<file path="config.mk">
export PLATFORM = sky130hd
export DESIGN_NAME = mgmt_irq_ctrl
export DESIGN_NICKNAME = d
export VERILOG_FILES = /design/src/rtl/mgmt_irq_ctrl.sv
export SDC_FILE = /design/constraint.sdc
export NUM_CORES = 1
export LEC_CHECK = 0
export CAP_MARGIN = 10
export CORE_AREA = 2 2 68 70
export CTS_CLUSTER_SIZE = 40
export DETAILED_ROUTE_END_ITERATION = 12
export DIE_AREA = 0 0 70 72
export PLACE_DENSITY = 0.83
export SLEW_MARGIN = 25
export SYNTH_ARGS = -nofsm -noshare
export SYNTH_HDL_FRONTEND = slang
export SYNTH_SLANG_ARGS = --single-unit
</file>
<file path="constraint.sdc">
create_clock -name clock -period 3.55 [get_ports clock]
set_clock_uncertainty 0.15 [all_clocks]
set_input_delay 0.71 -clock clock [delete_from_list [all_inputs] [get_ports clock]]
set_output_delay 0.71 -clock clock [all_outputs]
set_load 0.05 [all_outputs]
</file>
<file path="src/rtl/mgmt_irq_ctrl.sv">
// Interrupt front end: sync, glitch filter, edge/level pending, mask; 4+FILT_CYCLES cycles pad->irq_out.
// Register port has no backpressure: every reg_we/reg_re strobe completes at its own clock edge.
module mgmt_irq_ctrl #(
  parameter int NUM_SRC     = 4,
  parameter int FILT_CYCLES = 4
) (
  input  logic               clock,
  input  logic               resetn,
  input  logic [NUM_SRC-1:0] irq_in,
  input  logic [1:0]         reg_addr,
  input  logic               reg_we,
  input  logic               reg_re,
  input  logic [31:0]        reg_wdata,
  output logic [31:0]        reg_rdata,
  output logic [NUM_SRC-1:0] irq_out,
  output logic               irq_any
);

  localparam int CW = (FILT_CYCLES > 1) ? $clog2(FILT_CYCLES) : 1;
  localparam logic [CW-1:0] CNT_MAX = CW'(FILT_CYCLES - 1);

  localparam logic [1:0] ADDR_ENABLE  = 2'd0;
  localparam logic [1:0] ADDR_MODE    = 2'd1;
  localparam logic [1:0] ADDR_PENDING = 2'd2;
  localparam logic [1:0] ADDR_STATUS  = 2'd3;

  logic [NUM_SRC-1:0] sync1_q, sync2_q;
  logic [NUM_SRC-1:0] filt_q, filt_d, filt_prev_q;
  logic [CW-1:0]      cnt_q [NUM_SRC];
  logic [CW-1:0]      cnt_d [NUM_SRC];
  logic [NUM_SRC-1:0] enable_q, enable_d;
  logic [NUM_SRC-1:0] mode_q, mode_d;
  logic [NUM_SRC-1:0] pend_q, pend_d;
  logic [NUM_SRC-1:0] irq_out_q;
  logic               irq_any_q;
  logic [31:0]        rdata_q, rdata_d;
  logic [31:0]        rd_mux;
  logic [NUM_SRC-1:0] wr_val, w1c, rise;
  logic               unused_wdata;

  assign wr_val       = reg_wdata[NUM_SRC-1:0];
  assign unused_wdata = ^reg_wdata;
  assign rise         = filt_q & ~filt_prev_q;

  // A level change is accepted only after FILT_CYCLES consecutive disagreeing samples.
  always_comb begin
    filt_d = filt_q;
    for (int i = 0; i < NUM_SRC; i++) begin
      cnt_d[i] = '0;
      if (sync2_q[i] != filt_q[i]) begin
        if (cnt_q[i] == CNT_MAX) begin
          filt_d[i] = sync2_q[i];
        end else begin
          cnt_d[i] = cnt_q[i] + CW'(1);
        end
      end
    end
  end

  always_comb begin
    enable_d = enable_q;
    mode_d   = mode_q;
    w1c      = '0;
    if (reg_we) begin
      case (reg_addr)
        ADDR_ENABLE:  enable_d = wr_val;
        ADDR_MODE:    mode_d   = wr_val;
        ADDR_PENDING: w1c      = wr_val;
        default:      ;
      endcase
    end
    // Edge mode: a new rising edge beats a same-cycle W1C. Level mode mirrors f.
    for (int i = 0; i < NUM_SRC; i++) begin
      pend_d[i] = mode_q[i] ? ((pend_q[i] & ~w1c[i]) | rise[i]) : filt_q[i];
    end
  end

  always_comb begin
    rd_mux = '0;
    case (reg_addr)
      ADDR_ENABLE:  rd_mux[NUM_SRC-1:0] = enable_q;
      ADDR_MODE:    rd_mux[NUM_SRC-1:0] = mode_q;
      ADDR_PENDING: rd_mux[NUM_SRC-1:0] = pend_q;
      ADDR_STATUS:  rd_mux[NUM_SRC-1:0] = filt_q;
      default:      rd_mux = '0;
    endcase
    rdata_d = reg_re ? rd_mux : rdata_q;
  end

  always_ff @(posedge clock or negedge resetn) begin
    if (!resetn) begin
      sync1_q     <= '0;
      sync2_q     <= '0;
      filt_q      <= '0;
      filt_prev_q <= '0;
      for (int i = 0; i < NUM_SRC; i++) cnt_q[i] <= '0;
      enable_q    <= '0;
      mode_q      <= '1;
      pend_q      <= '0;
      irq_out_q   <= '0;
      irq_any_q   <= 1'b0;
      rdata_q     <= '0;
    end else begin
      sync1_q     <= irq_in;
      sync2_q     <= sync1_q;
      filt_q      <= filt_d;
      filt_prev_q <= filt_q;
      for (int i = 0; i < NUM_SRC; i++) cnt_q[i] <= cnt_d[i];
      enable_q    <= enable_d;
      mode_q      <= mode_d;
      pend_q      <= pend_d;
      irq_out_q   <= pend_q & enable_q;
      irq_any_q   <= |(pend_q & enable_q);
      rdata_q     <= rdata_d;
    end
  end

  assign reg_rdata = rdata_q;
  assign irq_out   = irq_out_q;
  assign irq_any   = irq_any_q;

endmodule

</file>
==> impl_metrics.prom, run 1 <==
# TYPE chip_impl_metric gauge
chip_impl_metric{name="power.ir.vdd_worst",unit="mV"} 0.241
chip_impl_metric{name="ys_types",unit=""} 21
chip_impl_info{name="slowest_stage",value="sky130_fd_sc_hd__clkdlybuf4s50_1"} 1
chip_impl_metric{name="die_width",unit="um"} 70
chip_impl_metric{name="clock_tree.buffer_depth",unit=""} 2
chip_impl_metric{name="io_buffers",unit=""} 22
chip_impl_metric{name="holdPathStages",unit=""} 0
chip_impl_metric{name="final-hold-violation-count",unit=""} 0
chip_impl_metric{name="post_cts_resize_count",unit=""} 0
chip_impl_metric{name="postRouteWirelength",unit="um"} 2690
chip_impl_metric{name="timing.critical_path.fanout_max",unit=""} 2
chip_impl_metric{name="yosys.area.top_type_share",unit=""} 0.532
chip_impl_metric{name="drt_iter0_drc",unit=""} 52
chip_impl_metric{name="count_of_endpoints_failing_setup_in_the_final_report",unit=""} 0
chip_impl_metric{name="remaining_drc_errors",unit=""} 0
chip_impl_metric{name="max_freq",unit="GHz"} 0.426
chip_impl_metric{name="largest_net_degree_at_the_start_of_global_routing",unit=""} 46
chip_impl_info{name="rr_startpoint",value="pend_q[2]"} 1
chip_impl_info{name="critical_path.endpoint_type",value="output port"} 1
chip_impl_metric{name="worst_pin_slew",unit="ps"} 694
chip_impl_metric{name="timing.max_slew.rel_slack",unit=""} 0.536
chip_impl_metric{name="timing.final.crit_period",unit="ps"} 2340
chip_impl_info{name="grt_setup_unrepaired",value="false"} 1
chip_impl_metric{name="grt_pass1_vias",unit=""} 949
chip_impl_metric{name="antenna_cells_inserted",unit=""} 0
chip_impl_metric{name="antenna_found_initial",unit=""} 0
chip_impl_info{name="final_common_cell",value="sky130_fd_sc_hd__dfrtp_1"} 1
chip_impl_metric{name="route.antenna.remaining_nets",unit=""} 0
chip_impl_metric{name="globalplace.congestion",unit=""} 0.746
chip_impl_info{name="post_synth_main_area_contributors",value="sky130_fd_sc_hd__dfrtp_1 53%, sky130_fd_sc_hd__buf_4 11%, sky130_fd_sc_hd__mux2_2 7.0%"} 1
chip_impl_metric{name="worst-path-buf-inv",unit=""} 1
chip_impl_metric{name="floorplan.die_area",unit="um2"} 5040
chip_impl_metric{name="final_layout_size_suffix_gt1_frac",unit=""} 0.156
chip_impl_metric{name="final_cells",unit=""} 219
chip_impl_metric{name="path_depth",unit=""} 1
chip_impl_metric{name="final_min_period_over_clock_period",unit=""} 0.660
chip_impl_info{name="cts_root_buf",value="sky130_fd_sc_hd__clkbuf_8"} 1
chip_impl_metric{name="critical_path.max_stage_delay",unit="ps"} 820
chip_impl_info{name="tritoncts_clock_tree",value="built"} 1
chip_impl_metric{name="p_leak",unit="nW"} 0.981
chip_impl_info{name="hold-path-endpoint",value="sync2_q[2]"} 1
chip_impl_metric{name="area_delta_synth_final",unit="%"} 12.9
chip_impl_info{name="critPathKind",value="register to output port"} 1
chip_impl_metric{name="core",unit="um2"} 4260
chip_impl_metric{name="detailedPlacementHpwl",unit="um"} 1930
chip_impl_metric{name="row_count",unit=""} 24
chip_impl_metric{name="clk-insertion-delay-late",unit="ps"} 290
chip_impl_metric{name="grt_pass1_wl",unit="um"} 4440
chip_impl_metric{name="syn-mean-instance-area",unit="um2"} 13.8
chip_impl_info{name="min_path_type",value="register to register"} 1
chip_impl_metric{name="wire_per_inst",unit="um"} 12.3
chip_impl_metric{name="placed_cells",unit=""} 212
chip_impl_metric{name="max-cap-violations",unit=""} 0
chip_impl_metric{name="power_density",unit="nW/um2"} 743
chip_impl_metric{name="io-pin-count",unit=""} 79
chip_impl_metric{name="r2r.worst_path.cells",unit=""} 2
chip_impl_metric{name="starting_utilization_of_the_core_area",unit=""} 0.452
chip_impl_metric{name="netlist_instances",unit=""} 140
chip_impl_metric{name="yosys_warnings",unit=""} 0
chip_impl_metric{name="critical_path_arrival",unit="ps"} 1480
chip_impl_metric{name="grt_use_total",unit=""} 0.115
chip_impl_metric{name="post_cts_hold_buffer_count",unit=""} 0
chip_impl_metric{name="netlist_area",unit="um2"} 1930
chip_impl_info{name="run_status",value="complete, no violations"} 1
chip_impl_metric{name="yosys_register_bits",unit=""} 45
chip_impl_metric{name="ctsHtreeMaxLevel",unit=""} 2
chip_impl_metric{name="number_of_detailed_routing_iterations_run_before_antenna_repair",unit=""} 4
chip_impl_metric{name="die_height",unit="um"} 72
chip_impl_metric{name="clkSlewWorstSetupHoldPaths",unit="ps"} 70
chip_impl_info{name="final_cell_mix",value="41 x sky130_fd_sc_hd__dfrtp_1, 28 x sky130_fd_sc_hd__conb_1, 21 x sky130_fd_sc_hd__clkdlybuf4s50_1"} 1
chip_impl_metric{name="cp_data_required_time",unit="ps"} 2690
chip_impl_info{name="startpoint_of_the_lowest_slack_hold_path",value="sync1_q[2]"} 1
chip_impl_metric{name="setup.reg_to_reg.worst_slack",unit="ps"} 2200
chip_impl_metric{name="seq_area_frac_synth",unit=""} 0.587
chip_impl_metric{name="routed_via_density",unit=""} 4.77
chip_impl_info{name="crit_path_start_kind",value="register"} 1
chip_impl_metric{name="tritoncts.num_buffers",unit=""} 5
chip_impl_info{name="worstReg2RegEnd",value="irq_any"} 1
chip_impl_metric{name="tritoncts_num_sinks",unit=""} 45
chip_impl_info{name="synth_top_area_cell",value="sky130_fd_sc_hd__dfrtp_1"} 1
chip_impl_metric{name="final_nets",unit=""} 213
chip_impl_info{name="cp_cell_sequence",value="clkdlybuf4s50_1"} 1
chip_impl_metric{name="grt_overflow_total",unit=""} 0
chip_impl_metric{name="setup_total_negative_slack",unit="ps"} 0
chip_impl_info{name="crit_family",value="buffers and inverters"} 1
chip_impl_metric{name="postCtsSetupRepairBufs",unit=""} 0
chip_impl_metric{name="maxSlewViolCount",unit=""} 0
chip_impl_metric{name="via_count",unit=""} 1045
-- synthesized netlist by cell type (all sizes together) --
| cell type | number |
|---|---|
| ha | 4 |
| nor3b | 1 |
| dfstp | 4 |
| xnor2 | 4 |
| a32o | 4 |
| o221ai | 4 |
| nand4b | 4 |
| nand3b | 1 |
| mux2 | 12 |
| conb | 1 |
| mux2i | 8 |
| nor3 | 4 |
| dfrtp | 41 |
| nand2 | 5 |
| nand2b | 5 |
| or4 | 1 |
| and2 | 4 |
| buf | 29 |
| nor2b | 4 |
-- power breakdown --
part | internal, mW | leakage (nW) | switching, mW
combinational | 0.220 | 0.395 | 0.302
clock | 0.154 | 0.0443 | 0.156
sequential | 0.682 | 0.542 | 0.102
total | 1.06 | 0.981 | 0.559
-- how the worst max path moves through the flow --
stage	start	end	slack, ps
floorplan	reg_addr[1]	enable_q[0]	1980
global route	reg_rdata[3]	reg_rdata[3]	1170
detailed placement	reg_addr[0]	mode_q[1]	940
finish	reg_rdata[3]	reg_rdata[3]	1210
CTS	reg_rdata[3]	reg_rdata[3]	1180
global placement	reg_addr[0]	mode_q[0]	940
-- worst reg2reg max path: cells and delay by family (launching register included) --
kind / cells / cell delay [ps]
simple gates: 2 / 680
flops: 1 / 400
-- through the flow --
step / power [mW] / utilization / hold WS [ps] / worst slack, ps / cell area, um2
floorplan: 1.19 / - / 181 / 1980 / 2030
global placement: 1.30 / 0.489 / 182 / 937 / 2090
detailed placement: 1.32 / 0.489 / 189 / 938 / 2090
CTS: 1.64 / 0.510 / 207 / 1180 / 2170
global route: 1.71 / 0.510 / 212 / 1170 / 2180
finish: 1.62 / 0.510 / 202 / 1210 / 2180
-- sequential cells by signal (all words and copies together), names as in the netlist --
signal / flops
cnt_q: 8
enable_q: 4
filt_prev_q: 4
filt_q: 4
irq_any: 1
irq_out: 4
mode_q: 4
pend_q: 4
reg_rdata: 4
sync1_q: 4
sync2_q: 4
-- layer usage --
layer	global-route usage	vias to the layer above	wire length [um]
met3	0.0431	4	196
met2	0.165	39	1190
met4	0.0449	0	48
met1	0.161	512	1250
met5	0	-	0
li1	-	490	-
-- cell families (layout without fill, tap and decap cells) --
kind of cell	after synthesis	in the layout	synth area share
other	1	28	0.00195
flip-flops	45	45	0.587
adder cells (fa/ha/maj)	4	4	0.0260
buffers and inverters	29	29	0.115
AND/OR/NAND/NOR	29	29	0.101
XOR/XNOR	4	4	0.0182
multiplexers	20	20	0.112
AO/OA/AOI/OAI	8	8	0.0390
-- area by class of cell --
type	count	area [um2]
clock buffer	7	86.3
timing repair buffer	22	218
multi-input combinational	93	676
sequential	45	1130
tap	52	65.1
fill	403	2090
No activity file was read; power rests on OpenSTA's default activity.
==> run 2, diff against run 1 <==
--- a/config.mk
+++ b/config.mk
@@ -6,11 +6,11 @@
 export NUM_CORES = 1
 export LEC_CHECK = 0
 export CAP_MARGIN = 10
-export CORE_AREA = 2 2 68 70
+export CORE_AREA = 2 2 71 73
 export CTS_CLUSTER_SIZE = 40
 export DETAILED_ROUTE_END_ITERATION = 12
-export DIE_AREA = 0 0 70 72
-export PLACE_DENSITY = 0.83
+export DIE_AREA = 0 0 73 75
+export PLACE_DENSITY = 0.77
 export SLEW_MARGIN = 25
 export SYNTH_ARGS = -nofsm -noshare
 export SYNTH_HDL_FRONTEND = slang
==> constraint.sdc (replaced) <==
create_clock -name clock -period 2.2 [get_ports clock]
set_clock_uncertainty 0.15 [all_clocks]
set_input_delay 0.44 -clock clock [delete_from_list [all_inputs] [get_ports clock]]
set_output_delay 0.44 -clock clock [all_outputs]
set_load 0.05 [all_outputs]
==> impl_metrics.prom, run 2 (synthesis gave the netlist of run 1 again) <==
# TYPE chip_impl_metric gauge
chip_impl_metric{name="starting_utilization_of_the_core_area",unit=""} 0.413
chip_impl_metric{name="postCtsSetupRepairBufs",unit=""} 0
chip_impl_info{name="cts_root_buf",value="sky130_fd_sc_hd__clkbuf_8"} 1
chip_impl_info{name="crit_path_start_kind",value="register"} 1
chip_impl_metric{name="route.antenna.remaining_nets",unit=""} 0
chip_impl_metric{name="final_layout_size_suffix_gt1_frac",unit=""} 0.185
chip_impl_info{name="slowest_stage",value="sky130_fd_sc_hd__clkdlybuf4s50_1"} 1
chip_impl_metric{name="drt_iter0_drc",unit=""} 105
chip_impl_info{name="critical_path.endpoint_type",value="output port"} 1
chip_impl_metric{name="worst_pin_slew",unit="ps"} 542
chip_impl_metric{name="max-cap-violations",unit=""} 0
chip_impl_metric{name="setup_total_negative_slack",unit="ps"} 0
chip_impl_metric{name="gr-usage-met1",unit=""} 0.166
chip_impl_metric{name="antenna_cells_inserted",unit=""} 0
chip_impl_metric{name="maxSlewViolCount",unit=""} 0
chip_impl_metric{name="final-hold-violation-count",unit=""} 0
chip_impl_info{name="final_cell_mix",value="41 x sky130_fd_sc_hd__dfrtp_1, 28 x sky130_fd_sc_hd__conb_1, 21 x sky130_fd_sc_hd__clkdlybuf4s50_1"} 1
chip_impl_metric{name="cp_data_required_time",unit="ps"} 1610
chip_impl_metric{name="tritoncts_num_sinks",unit=""} 45
chip_impl_metric{name="internal_power",unit="mW"} 1.83
chip_impl_metric{name="largest_net_degree_at_the_start_of_global_routing",unit=""} 46
chip_impl_metric{name="io-pin-count",unit=""} 79
chip_impl_metric{name="critical_path.max_stage_delay",unit="ps"} 810
chip_impl_metric{name="post_cts_hold_buffer_count",unit=""} 0
chip_impl_metric{name="wire_per_inst",unit="um"} 12.6
chip_impl_metric{name="grt_use_total",unit=""} 0.120
chip_impl_metric{name="placed_cells",unit=""} 219
chip_impl_metric{name="power.ir.vdd_worst",unit="mV"} 0.562
chip_impl_metric{name="detailedPlacementHpwl",unit="um"} 1970
chip_impl_metric{name="grt_pass1_wl",unit="um"} 4800
chip_impl_metric{name="count_of_endpoints_failing_setup_in_the_final_report",unit=""} 0
chip_impl_info{name="tritoncts_clock_tree",value="built"} 1
chip_impl_metric{name="tritoncts.num_buffers",unit=""} 5
chip_impl_metric{name="remaining_drc_errors",unit=""} 0
chip_impl_metric{name="power_density",unit="nW/um2"} 1230
chip_impl_metric{name="clk-insertion-delay-late",unit="ps"} 300
chip_impl_info{name="grt_setup_unrepaired",value="false"} 1
chip_impl_metric{name="core",unit="um2"} 4660
chip_impl_metric{name="routed_via_density",unit=""} 4.65
chip_impl_info{name="rr_startpoint",value="pend_q[3]"} 1
chip_impl_metric{name="power.share.switching",unit=""} 0.336
chip_impl_metric{name="antenna_found_initial",unit=""} 0
chip_impl_metric{name="seq_power_share",unit=""} 0.459
chip_impl_metric{name="max_freq",unit="GHz"} 0.483
chip_impl_metric{name="minimum_hold_slack",unit="ps"} 63.4
chip_impl_metric{name="floorplan.die_area",unit="um2"} 5480
chip_impl_info{name="cp_cell_sequence",value="clkdlybuf4s50_1"} 1
chip_impl_metric{name="setup.reg_to_reg.worst_slack",unit="ps"} 840
chip_impl_info{name="critPathKind",value="register to output port"} 1
chip_impl_metric{name="timing.critical_path.fanout_max",unit=""} 2
chip_impl_metric{name="io_buffers",unit=""} 22
chip_impl_info{name="launching_instance_or_port_of_the_critical_path",value="reg_rdata[3]"} 1
chip_impl_metric{name="area_delta_synth_final",unit="%"} 16.4
chip_impl_metric{name="final_min_period_over_clock_period",unit=""} 0.941
chip_impl_info{name="run_status",value="complete, no violations"} 1
chip_impl_metric{name="final_nets",unit=""} 218
chip_impl_info{name="grt_busiest_layer",value="met1"} 1
chip_impl_metric{name="row_count",unit=""} 25
chip_impl_info{name="top_register",value="cnt_q"} 1
chip_impl_metric{name="grt_pass1_vias",unit=""} 1012
chip_impl_info{name="min_path_type",value="input pin to asynchronous set/reset pin"} 1
chip_impl_metric{name="globalplace.congestion",unit=""} 0.697
chip_impl_metric{name="number_of_detailed_routing_iterations_run_before_antenna_repair",unit=""} 4
chip_impl_metric{name="die_width",unit="um"} 73
chip_impl_info{name="worstReg2RegEnd",value="irq_any"} 1
chip_impl_metric{name="post_cts_resize_count",unit=""} 0
chip_impl_metric{name="ctsHtreeMaxLevel",unit=""} 2
chip_impl_metric{name="power_switching",unit="mW"} 0.926
chip_impl_metric{name="grt_overflow_total",unit=""} 0
chip_impl_metric{name="via_count",unit=""} 1055
chip_impl_metric{name="p_leak",unit="nW"} 1.02
chip_impl_metric{name="grt_use_met2",unit=""} 0.161
chip_impl_metric{name="clkSlewWorstSetupHoldPaths",unit="ps"} 80
chip_impl_metric{name="worst-path-buf-inv",unit=""} 1
chip_impl_metric{name="timing.final.crit_period",unit="ps"} 2070
chip_impl_metric{name="final_cells",unit=""} 227
chip_impl_metric{name="gr-usage-met3",unit=""} 0.0428
chip_impl_metric{name="largest_register_ffs",unit=""} 8
chip_impl_metric{name="combinationalPowerShare",unit=""} 0.310
chip_impl_metric{name="die_height",unit="um"} 75
chip_impl_info{name="final_common_cell",value="sky130_fd_sc_hd__dfrtp_1"} 1
chip_impl_info{name="crit_family",value="buffers and inverters"} 1
chip_impl_metric{name="power_frac_clock",unit=""} 0.230
chip_impl_metric{name="timing.max_slew.rel_slack",unit=""} 0.639
chip_impl_metric{name="postRouteWirelength",unit="um"} 2870
chip_impl_metric{name="critical_path_arrival",unit="ps"} 1480
chip_impl_metric{name="clock_tree.buffer_depth",unit=""} 2
chip_impl_metric{name="r2r.worst_path.cells",unit=""} 2
## run 2: area by class of cell
type	instances	area, um2
fill	427	2420
sequential	45	1130
multi-input combinational	93	676
timing repair buffer	27	253
clock buffer	7	86.3
tap	54	67.6
clock inverter	1	30.0
## run 2: power by group through the flow
stage          sequential [mW]  combinational (mW)  clock, mW
2_1_floorplan             1.44               0.484          0
3_3_place_gp              1.27               0.837          0
3_5_place_dp              1.28               0.860          0
4_1_cts                   1.27               0.863      0.658
5_1_grt                   1.30               0.928      0.706
6_report                  1.27               0.856      0.636
## run 2: per-stage QoR
step | util | total power [mW] | worst slack (ps) | cell area [um2]
detailed placement | 0.456 | 2.14 | 286 | 2130
floorplan | - | 1.92 | 890 | 2030
global placement | 0.456 | 2.11 | 305 | 2130
CTS | 0.481 | 2.79 | 106 | 2240
global route | 0.481 | 2.94 | 78.5 | 2240
finish | 0.481 | 2.76 | 130 | 2240
## run 2: how the worst max path moves through the flow
| stage | depth (start not counted) | end | slack, ps |
|---|---|---|---|
| global route | 1 | reg_rdata[3] | 80 |
| global placement | 3 | enable_q[2] | 300 |
| CTS | 1 | reg_rdata[3] | 110 |
| detailed placement | 3 | enable_q[2] | 290 |
| finish | 1 | reg_rdata[3] | 130 |
| floorplan | 2 | irq_any | 890 |
## run 2: routing by layer
metal / wire, um / up-vias / part of all wire
li1: - / 497 / -
met2: 1250 / 37 / 0.44
met5: 0 / - / 0
met1: 1360 / 514 / 0.47
met4: 70 / 0 / 0.024
met3: 185 / 7 / 0.064
==> run 3, diff against run 2 <==
--- a/config.mk
+++ b/config.mk
@@ -6,10 +6,12 @@
 export NUM_CORES = 1
 export LEC_CHECK = 0
 export CAP_MARGIN = 10
-export CORE_AREA = 2 2 71 73
+export CELL_PAD_IN_SITES_DETAIL_PLACEMENT = 0
+export CELL_PAD_IN_SITES_GLOBAL_PLACEMENT = 2
+export CORE_AREA = 2 2 88 90
 export CTS_CLUSTER_SIZE = 40
 export DETAILED_ROUTE_END_ITERATION = 12
-export DIE_AREA = 0 0 73 75
+export DIE_AREA = 0 0 90 92
 export PLACE_DENSITY = 0.77
 export SLEW_MARGIN = 25
 export SYNTH_ARGS = -nofsm -noshare
==> impl_metrics.prom, run 3 (synthesis gave the netlist of run 1 again) <==
# TYPE chip_impl_metric gauge
chip_impl_metric{name="timing.max_slew.rel_slack",unit=""} 0.657
chip_impl_metric{name="core",unit="um2"} 7450
chip_impl_metric{name="final_layout_size_suffix_gt1_frac",unit=""} 0.184
chip_impl_metric{name="path_depth",unit=""} 1
chip_impl_metric{name="maxSlewViolCount",unit=""} 0
chip_impl_metric{name="power.ir.vdd_worst",unit="mV"} 0.276
chip_impl_metric{name="io_buffers",unit=""} 22
chip_impl_metric{name="critical_path_arrival",unit="ps"} 1480
chip_impl_metric{name="grt_overflow_total",unit=""} 0
chip_impl_info{name="grt_setup_unrepaired",value="false"} 1
chip_impl_metric{name="antenna_cells_inserted",unit=""} 0
chip_impl_info{name="cp_cell_sequence",value="clkdlybuf4s50_1"} 1
chip_impl_metric{name="grt_pass1_vias",unit=""} 975
chip_impl_info{name="critPathKind",value="register to output port"} 1
chip_impl_info{name="worstReg2RegEnd",value="irq_any"} 1
chip_impl_metric{name="timing.critical_path.fanout_max",unit=""} 2
chip_impl_metric{name="cp_data_required_time",unit="ps"} 1610
chip_impl_metric{name="worst-path-buf-inv",unit=""} 1
chip_impl_metric{name="number_of_detailed_routing_iterations_run_before_antenna_repair",unit=""} 4
chip_impl_info{name="crit_path_start_kind",value="register"} 1
chip_impl_metric{name="seq_power_share",unit=""} 0.484
chip_impl_metric{name="gr-usage-met3",unit=""} 0.0329
chip_impl_metric{name="grt_use_met2",unit=""} 0.105
chip_impl_info{name="top_register",value="cnt_q"} 1
chip_impl_metric{name="tritoncts_num_sinks",unit=""} 45
chip_impl_metric{name="gr-usage-met1",unit=""} 0.104
chip_impl_info{name="cts_root_buf",value="sky130_fd_sc_hd__clkbuf_8"} 1
chip_impl_metric{name="floorplan.die_area",unit="um2"} 8280
chip_impl_metric{name="drt_iter0_drc",unit=""} 41
chip_impl_metric{name="largest_net_degree_at_the_start_of_global_routing",unit=""} 27
chip_impl_metric{name="largest_register_ffs",unit=""} 8
chip_impl_metric{name="worst_pin_slew",unit="ps"} 513
chip_impl_metric{name="tritoncts.num_buffers",unit=""} 5
chip_impl_metric{name="antenna_found_initial",unit=""} 0
chip_impl_metric{name="remaining_drc_errors",unit=""} 0
chip_impl_metric{name="r2r.worst_path.cells",unit=""} 2
chip_impl_info{name="grt_busiest_layer",value="met2"} 1
chip_impl_info{name="slowest_stage",value="sky130_fd_sc_hd__clkdlybuf4s50_1"} 1
chip_impl_metric{name="final_min_period_over_clock_period",unit=""} 0.942
chip_impl_metric{name="post-route-worst-setup-slack",unit="ps"} 128
chip_impl_info{name="final_cell_mix",value="41 x sky130_fd_sc_hd__dfrtp_1, 28 x sky130_fd_sc_hd__conb_1, 21 x sky130_fd_sc_hd__clkdlybuf4s50_1"} 1
chip_impl_info{name="launching_instance_or_port_of_the_critical_path",value="reg_rdata[2]"} 1
chip_impl_metric{name="grt_pass1_wl",unit="um"} 4880
chip_impl_metric{name="power_density",unit="nW/um2"} 1140
chip_impl_metric{name="wire_per_inst",unit="um"} 10.9
chip_impl_metric{name="detailedPlacementHpwl",unit="um"} 2150
chip_impl_metric{name="route.antenna.remaining_nets",unit=""} 0
chip_impl_metric{name="timing.final.crit_period",unit="ps"} 2070
chip_impl_metric{name="max-cap-violations",unit=""} 0
chip_impl_metric{name="setup_total_negative_slack",unit="ps"} 0
chip_impl_metric{name="power_frac_clock",unit=""} 0.187
chip_impl_metric{name="power.share.switching",unit=""} 0.353
chip_impl_metric{name="post_cts_resize_count",unit=""} 0
chip_impl_metric{name="detailedPlace.worstSlack",unit="ps"} 264
chip_impl_metric{name="clkSlewWorstSetupHoldPaths",unit="ps"} 90
chip_impl_metric{name="postRouteWirelength",unit="um"} 3000
chip_impl_metric{name="clock_tree.buffer_depth",unit=""} 2
chip_impl_metric{name="postCtsSetupRepairBufs",unit=""} 0
chip_impl_metric{name="final-hold-violation-count",unit=""} 0
chip_impl_metric{name="combinationalPowerShare",unit=""} 0.329
chip_impl_metric{name="globalplace.congestion",unit=""} 0.752
chip_impl_metric{name="routed_via_density",unit=""} 3.87
chip_impl_info{name="tritoncts_clock_tree",value="built"} 1
chip_impl_metric{name="clk-insertion-delay-late",unit="ps"} 290
chip_impl_info{name="rr_startpoint",value="pend_q[3]"} 1
chip_impl_metric{name="post_cts_hold_buffer_count",unit=""} 1
chip_impl_metric{name="io-pin-count",unit=""} 79
chip_impl_metric{name="final.fill_count",unit=""} 771
chip_impl_metric{name="ctsHtreeMaxLevel",unit=""} 2
chip_impl_info{name="crit_end",value="reg_rdata[2]"} 1
chip_impl_metric{name="final_nets",unit=""} 219
chip_impl_metric{name="area_delta_synth_final",unit="%"} 19.0
chip_impl_metric{name="via_count",unit=""} 1069
chip_impl_metric{name="die_width",unit="um"} 90
chip_impl_info{name="crit_family",value="buffers and inverters"} 1
chip_impl_metric{name="internal_power",unit="mW"} 1.68
chip_impl_metric{name="p_leak",unit="nW"} 1.01
chip_impl_metric{name="power_switching",unit="mW"} 0.920
chip_impl_metric{name="die_height",unit="um"} 92
chip_impl_info{name="run_status",value="complete, no violations"} 1
chip_impl_metric{name="count_of_endpoints_failing_setup_in_the_final_report",unit=""} 0
chip_impl_info{name="critical_path.endpoint_type",value="output port"} 1
chip_impl_metric{name="grt_use_total",unit=""} 0.0781
chip_impl_metric{name="row_count",unit=""} 32
chip_impl_metric{name="starting_utilization_of_the_core_area",unit=""} 0.259
chip_impl_metric{name="max_freq",unit="GHz"} 0.483
chip_impl_metric{name="critical_path.max_stage_delay",unit="ps"} 820
chip_impl_info{name="min_path_type",value="register to register"} 1
chip_impl_info{name="final_common_cell",value="sky130_fd_sc_hd__dfrtp_1"} 1
chip_impl_metric{name="setup.reg_to_reg.worst_slack",unit="ps"} 830
==> run 3: changes by cell type in the layout (fill, tap and decap cells not counted) <==
cell                            before  now
sky130_fd_sc_hd__clkbuf_8            6    5
sky130_fd_sc_hd__bufinv_16           1    0
sky130_fd_sc_hd__dlygate4sd3_1       0    1
sky130_fd_sc_hd__buf_4               5    4
sky130_fd_sc_hd__buf_12              0    1
sky130_fd_sc_hd__clkinv_2            0    2
==> run 3: how the worst min path moves through the flow <==
stage / startpoint / end / cells after the start
floorplan: resetn / cnt_q[0] / 0
global placement: sync1_q[3] / sync2_q[3] / 0
detailed placement: sync1_q[1] / sync2_q[1] / 0
CTS: sync1_q[1] / sync2_q[1] / 0
global route: sync1_q[1] / sync2_q[1] / 0
finish: sync1_q[1] / sync2_q[1] / 0
==> run 3: metrics by stage <==
step	utilization	std cells	hold WS, ps	total power, mW	instance area (um2)
6_report	0.308	276	191	2.60	2290
5_1_grt	0.308	276	208	2.78	2290
4_1_cts	0.308	276	203	2.64	2290
3_5_place_dp	0.295	267	186	2.15	2200
3_3_place_gp	0.295	267	185	2.12	2200
2_1_floorplan	-	167	-5.59	1.92	2030
==> run 3: layout make-up <==
cell class                      instances  area (um2)  area share
Clock buffer                            6        72.6      0.0317
Clock inverter                          2        10.0     0.00437
Multi-Input combinational cell         93         676       0.295
Sequential cell                        45        1130       0.493
Tap cell                              102         128      0.0557
Timing Repair Buffer                   28         275       0.120
==> run 3: per-layer routing <==
metal,vias up,share of wire
met5,-,0
met4,0,0.026
met3,6,0.090
met2,48,0.40
met1,516,0.49
li1,499,-
==> run 3: power groups by stage <==
stage               Combinational [mW]  Sequential [mW]  Clock [mW]
finish                           0.857             1.26       0.486
global placement                 0.847             1.28           0
CTS                              0.866             1.26       0.511
detailed placement               0.866             1.28           0
floorplan                        0.484             1.44           0
global route                     0.931             1.30       0.547
